===== config.mk =====
export PLATFORM = sky130hd
export DESIGN_NAME = axis_main_wrapper
export DESIGN_NICKNAME = d
export VERILOG_FILES = /design/src/rtl/main_wrapper_pkg.sv /design/src/rtl/main_wrapper_ram.sv /design/src/rtl/axis_main_wrapper.sv
export SDC_FILE = /design/constraint.sdc
export NUM_CORES = 1
export LEC_CHECK = 0
export CORE_ASPECT_RATIO = 1.75
export CORE_MARGIN = 5
export CORE_UTILIZATION = 35
export CTS_BUF_LIST = sky130_fd_sc_hd__clkbuf_4 sky130_fd_sc_hd__clkbuf_8
export CTS_CLUSTER_SIZE = 8
export DETAILED_ROUTE_END_ITERATION = 16
export GPL_TIMING_DRIVEN = 1
export SLEW_MARGIN = 0
export SYNTH_ARGS = -nofsm -noshare
export SYNTH_HDL_FRONTEND = slang
export SYNTH_SLANG_ARGS = --single-unit

===== constraint.sdc =====
create_clock -name s03_axis_aclk -period 4.9 [get_ports s03_axis_aclk]
set_clock_uncertainty 0.2 [all_clocks]
set_input_delay 0.98 -clock s03_axis_aclk [delete_from_list [all_inputs] [get_ports s03_axis_aclk]]
set_output_delay 0.98 -clock s03_axis_aclk [all_outputs]
set_load 0.005 [all_outputs]

===== src/rtl/main_wrapper_pkg.sv =====
// Shared types and helpers for the axis_main_wrapper pattern buffer.
// Optional continuous-frame mode is selected with the MAIN_WRAPPER_LOOP_EN macro.
package main_wrapper_pkg;

  typedef enum logic [2:0] {
    ST_IDLE   = 3'd0,
    ST_FILL   = 3'd1,
    ST_LOAD   = 3'd2,
    ST_STREAM = 3'd3,
    ST_DONE   = 3'd4
  } state_e;

  localparam int DEFAULT_DATA_WIDTH = 32;
  localparam int STRB_WIDTH         = DEFAULT_DATA_WIDTH / 8;

  function automatic int strb_width(input int data_width);
    return data_width / 8;
  endfunction

  // The pointers must be able to address every buffered word.
  function automatic bit ptr_width_ok(input int mem_size, input int addr_width);
    return (mem_size >= 2) && (longint'(mem_size) <= (longint'(1) << addr_width));
  endfunction

endpackage


===== src/rtl/main_wrapper_ram.sv =====
// Single-port synchronous RAM for the pattern buffer: write enable, registered read, no reset.
module main_wrapper_ram
  import main_wrapper_pkg::*;
#(
  parameter int MEM_SIZE   = 64,
  parameter int DATA_WIDTH = 32,
  parameter int RAM_AW     = 6
) (
  input  logic                  clk_i,
  input  logic                  we_i,
  input  logic [RAM_AW-1:0]     addr_i,
  input  logic [DATA_WIDTH-1:0] wdata_i,
  output logic [DATA_WIDTH-1:0] rdata_o
);

  logic [DATA_WIDTH-1:0] mem_q [MEM_SIZE];

  always_ff @(posedge clk_i) begin
    if (we_i) begin
      mem_q[addr_i] <= wdata_i;
    end
    rdata_o <= mem_q[addr_i];
  end

endmodule


===== src/rtl/axis_main_wrapper.sv =====
// AXI-Stream pattern source: fills a RAM with a counting pattern, then streams it out with tlast.
// Define MAIN_WRAPPER_LOOP_EN to restart the fill after each frame instead of stopping in DONE.
module axis_main_wrapper
  import main_wrapper_pkg::*;
#(
  parameter int MEM_SIZE   = 64,
  parameter int ADDR_WIDTH = 12,
  parameter int DATA_WIDTH = 32
) (
  input  logic                    s03_axis_aclk,
  input  logic                    s03_axis_aresetn,
  input  logic                    enable,
  output logic                    s03_axis_tready,
  input  logic                    m03_axis_tready,
  output logic [DATA_WIDTH-1:0]   m03_axis_tdata,
  output logic [DATA_WIDTH/8-1:0] m03_axis_tstrb,
  output logic                    m03_axis_tvalid,
  output logic                    m03_axis_tlast
);

  localparam int                    STRB_W   = strb_width(DATA_WIDTH);
  localparam int                    RAM_AW   = $clog2(MEM_SIZE);
  localparam logic [ADDR_WIDTH-1:0] LAST_PTR = ADDR_WIDTH'(MEM_SIZE - 1);

  if (!ptr_width_ok(MEM_SIZE, ADDR_WIDTH) || (DATA_WIDTH % 8) != 0) begin : g_bad_cfg
    $error("axis_main_wrapper: unsupported MEM_SIZE/ADDR_WIDTH/DATA_WIDTH combination");
  end

  state_e                  state_q, state_d;
  logic [ADDR_WIDTH-1:0]   wr_ptr_q, wr_ptr_d;
  logic [ADDR_WIDTH-1:0]   rd_ptr_q, rd_ptr_d;
  logic                    tvalid_q, tvalid_d;
  logic                    s_tready_q;
  logic                    ram_we;
  logic [RAM_AW-1:0]       ram_addr;
  logic [DATA_WIDTH-1:0]   ram_rdata;
  logic                    hs;

  assign hs = tvalid_q & m03_axis_tready;

  // The RAM read register is the output data register; the read address runs one word
  // ahead on a handshake so a new word is presented every cycle.
  always_comb begin
    state_d  = state_q;
    wr_ptr_d = wr_ptr_q;
    rd_ptr_d = rd_ptr_q;
    tvalid_d = tvalid_q;
    ram_we   = 1'b0;
    ram_addr = RAM_AW'(rd_ptr_q);
    case (state_q)
      ST_IDLE: state_d = ST_FILL;
      ST_FILL: begin
        ram_addr = RAM_AW'(wr_ptr_q);
        if (enable) begin
          ram_we = 1'b1;
          if (wr_ptr_q == LAST_PTR) begin
            state_d  = ST_LOAD;
            wr_ptr_d = '0;
          end else begin
            wr_ptr_d = wr_ptr_q + ADDR_WIDTH'(1);
          end
        end
      end
      ST_LOAD: begin
        ram_addr = '0;
        state_d  = ST_STREAM;
        tvalid_d = 1'b1;
      end
      ST_STREAM: begin
        if (hs) begin
          if (rd_ptr_q == LAST_PTR) begin
            state_d  = ST_DONE;
            tvalid_d = 1'b0;
            rd_ptr_d = '0;
          end else begin
            rd_ptr_d = rd_ptr_q + ADDR_WIDTH'(1);
            ram_addr = RAM_AW'(rd_ptr_d);
          end
        end
      end
      ST_DONE: begin
`ifdef MAIN_WRAPPER_LOOP_EN
        state_d = ST_FILL;
`else
        state_d = ST_DONE;
`endif
      end
      default: state_d = ST_IDLE;
    endcase
  end

  always_ff @(posedge s03_axis_aclk or negedge s03_axis_aresetn) begin
    if (!s03_axis_aresetn) begin
      state_q    <= ST_IDLE;
      wr_ptr_q   <= '0;
      rd_ptr_q   <= '0;
      tvalid_q   <= 1'b0;
      s_tready_q <= 1'b0;
    end else begin
      state_q    <= state_d;
      wr_ptr_q   <= wr_ptr_d;
      rd_ptr_q   <= rd_ptr_d;
      tvalid_q   <= tvalid_d;
      s_tready_q <= (state_d == ST_FILL);
    end
  end

  main_wrapper_ram #(
    .MEM_SIZE  (MEM_SIZE),
    .DATA_WIDTH(DATA_WIDTH),
    .RAM_AW    (RAM_AW)
  ) u_ram (
    .clk_i  (s03_axis_aclk),
    .we_i   (ram_we),
    .addr_i (ram_addr),
    .wdata_i(DATA_WIDTH'(wr_ptr_q)),
    .rdata_o(ram_rdata)
  );

  // RAM has no reset, so gating with tvalid keeps the outputs at 0 during and after reset.
  assign s03_axis_tready = s_tready_q;
  assign m03_axis_tvalid = tvalid_q;
  assign m03_axis_tdata  = tvalid_q ? ram_rdata : '0;
  assign m03_axis_tstrb  = {STRB_W{tvalid_q}};
  assign m03_axis_tlast  = tvalid_q && (rd_ptr_q == LAST_PTR);

endmodule


==> results.md <==
* Status: finished, final reports clean
* CTS Buf Count at 113
* Leak pwr at about 13 nW
* Ratio of cells with drive above 1 in the final layout at 0.181
* Dpl ws at -243 ps
* Final TNS setup at 0 ps
* Clk buf depth at 3
* H-tree Lvls at 3
* Max Slew Vio Count at 0
* PwrDens at between 500 and 600 nW/um^2
* Clock power frac at 0.230
* Total power at 21.3 mW
* Antenna Nets Post-Route at 0
* FP Rows at approximately 150
* Post-Syn Instances at ~2200
* DIE AREA at 99500 sq um
* Achievable clock frequency at 209 MHz
* Post_cts resized at 2
* Final core utilization at 0.404
* Switching share of power at 0.360
* Type of the worst setup path: reg2reg
* Gpl congestion at 0.932
* Tightest Pin Transition at 1400 ps
* Number of top-level pins at 43
* Avg Inst Size Synth at about 15 sq um
* Setup Viol. Count Final at 0
* Initial antenna violation count at 4
* Worst-path clk slew at 70 ps
* Final wirelength at ~88000 microns
* Post-route insts no fill at 3634
* P&R area growth vs syn at 15.0%
* First-pass GRT wire length at 129000 microns
* EDFF count, synth at 768
* Critical Path Start Type: flop
* Vias at 19200
* Setup slack after layout at 107 ps
* Routed len/inst at 24.3 microns
* Cell total after placement at around 3500
* Die X at 241 microns
* Max VDD drop at 287 uV
* CP Max Fanout at 23
* Drc violations at 0
* Crit end category: flop
* Synth Flop Type: edfxtp_1
* Post-CTS Setup Bufs at 0
* Worst path slowest cell: dfrtp_1
* Clock Sinks at slightly above 800
* Max_cap viols at 0
* Flop pwr share at 0.399
* Hold Path Class: reg2reg
* Synth cell types at 63
* GRT Overall Usage at 0.176
* Sw power at roughly 7.7 mW
* CTS Hold Bufs at 0
* P_int at 13.7 mW
* Worst-Skew Late Latency at 790 ps
* Commonest non-fill, non-tap cells in the layout: 768 x edfxtp_1, 361 x nand2_1, 240 x nand3_1
* Crit path cell chain: ha_1 > and3_1 > nand4_4 > ha_1 > inv_1 > a32o_1 > a21oi_4 > buf_12 > buf_4 > mux2i_1 > mux2i_1 > a22oi_1 > o2111ai_1 > or4_1
* Die Ht at between 400 and 500 microns
* Tcrit/Tclk final at 0.978
* 1st-iter DRT viols at 1635
* PortBufs at 22
* RSZ-0062 raised after global routing: false
* Slew headroom at 0.0619
* Endpoints failing hold at 0
* Core Footprint at 92800 sq um
* CP arrival at ~5200 ps
* CTS tree: done
* Leading cell type in the layout, fill and taps excluded: edfxtp_1
* Largest net degree at the start of global routing at 71
* DRT Pass-1 Iters at 6
* Gr ovfl total at 0
* Post-Syn Area at approximately 33000 sq um
* Starting Density at 0.351
* YS warnings at 0
* Vias in the first global route at around 20000
* Root Driver: clkbuf_8
* Reg2reg setup slack at between 100 and 150 ps
* CP max stage delay at 520 ps
* Yosys reg bits at 809
* Seq/Total Area, Yosys at 0.737
* Async S/R FF share, synth at 0.0358
* WP data required at 5330 ps
* Hpwl dp at about 57000 microns
* Fin crit period at about 4800 ps
* Routed vias/inst at 5.28
* Combinational share of power at 0.371
* Final nets at around 2400
[synth_stat cells, types with 4 or more instances]
cell | count | area share
a211o_1 | 11 | 0.0030
a211oi_1 | 10 | 0.0023
a21oi_1 | 35 | 0.0054
a22oi_1 | 41 | 0.0094
and2_1 | 17 | 0.0033
and3_1 | 16 | 0.0031
and4_1 | 4 | 0.0011
buf_1 | 11 | 0.0013
buf_2 | 42 | 0.0065
buf_4 | 33 | 0.0076
clkbuf_1 | 50 | 0.0058
dfrtp_1 | 29 | 0.022
dfxtp_1 | 12 | 0.0074
edfxtp_1 | 768 | 0.71
inv_1 | 6 | 0.00069
mux2i_1 | 199 | 0.061
mux4_2 | 39 | 0.027
nand2_1 | 362 | 0.042
nand3_1 | 240 | 0.037
nand3b_1 | 13 | 0.0030
nand4_1 | 20 | 0.0038
nor2_1 | 90 | 0.010
nor3_1 | 12 | 0.0018
o2111ai_1 | 10 | 0.0027
o21ai_0 | 12 | 0.0018
or4_1 | 12 | 0.0028
xnor2_1 | 12 | 0.0032
[state kept, by name (all words and copies together), names as in the netlist]
| signal | cells |
|---|---|
| s03_axis_tready | 1 |
| m03_axis_tvalid | 1 |
| rd_ptr_q | 12 |
| u_ram.rdata_o | 12 |
| state_q | 3 |
| wr_ptr_q | 12 |
| u_ram.mem_q | 768 |
[through the flow]
stage,area [sq um],hold slack [ps]
6_report,37500,303
2_1_floorplan,32700,246
3_5_place_dp,35400,288
4_1_cts,37400,302
3_3_place_gp,35400,262
5_1_grt,37500,318
[cell families after synthesis]
family | share of synthesized area
AO/OA/AOI/OAI | 0.0316
XOR/XNOR | 0.00376
adder cells (fa/ha/maj) | 0.00115
buffers and inverters | 0.0243
flip-flops | 0.737
multiplexers | 0.0895
other | 0.000115
AND/OR/NAND/NOR | 0.112
[path summary, 6_finish.rpt]
path | startpoint | end | depth (start not counted)
setup / recovery | rd_ptr_q[0] | u_ram.rdata_o[8] | 14
hold / removal | rd_ptr_q[11] | rd_ptr_q[11] | 1
setup reg to reg | rd_ptr_q[0] | u_ram.rdata_o[8] | 14
hold reg to reg | rd_ptr_q[11] | rd_ptr_q[11] | 1
max in group asynchronous | s03_axis_aresetn | wr_ptr_q[10] | 2
min in group asynchronous | s03_axis_aresetn | rd_ptr_q[5] | 1
[worst max-delay path: cells and delay by family (launching register included)]
family | cells | cell delay [ps]
mux | 2 | 320
buf+inv | 3 | 570
flops | 1 | 520
compound gates | 4 | 1380
simple gates | 3 | 1010
fa+ha+maj | 2 | 620
[power by group through the flow]
stage	clock network, mW	logic, mW	registers [mW]
2_1_floorplan	0	4.34	8.81
3_3_place_gp	0	7.85	8.65
3_5_place_dp	0	7.94	8.65
4_1_cts	5.03	7.97	8.51
5_1_grt	5.33	8.41	8.52
6_report	4.90	7.91	8.51
[final cells by class]
class	instances	area, sq um
Fill cell	8347	55300
Sequential cell	809	24000
Multi-Input combinational cell	1227	7910
Timing Repair Buffer	221	1980
Clock buffer	160	1930
Tap cell	1200	1500
Clock inverter	8	76.3
Inverter	6	22.5
Antenna cell	3	7.51
[per-layer routing]
metal	global-route usage	part of all wire	wire length [microns]	vias to the layer above
met5	0	0	0	-
met4	0.0976	0.064	5640	0
met3	0.0263	0.054	4730	198
met2	0.328	0.54	47700	722
met1	0.186	0.34	30100	9687
li1	-	-	-	8564
No activity file was read; power rests on OpenSTA's default activity.
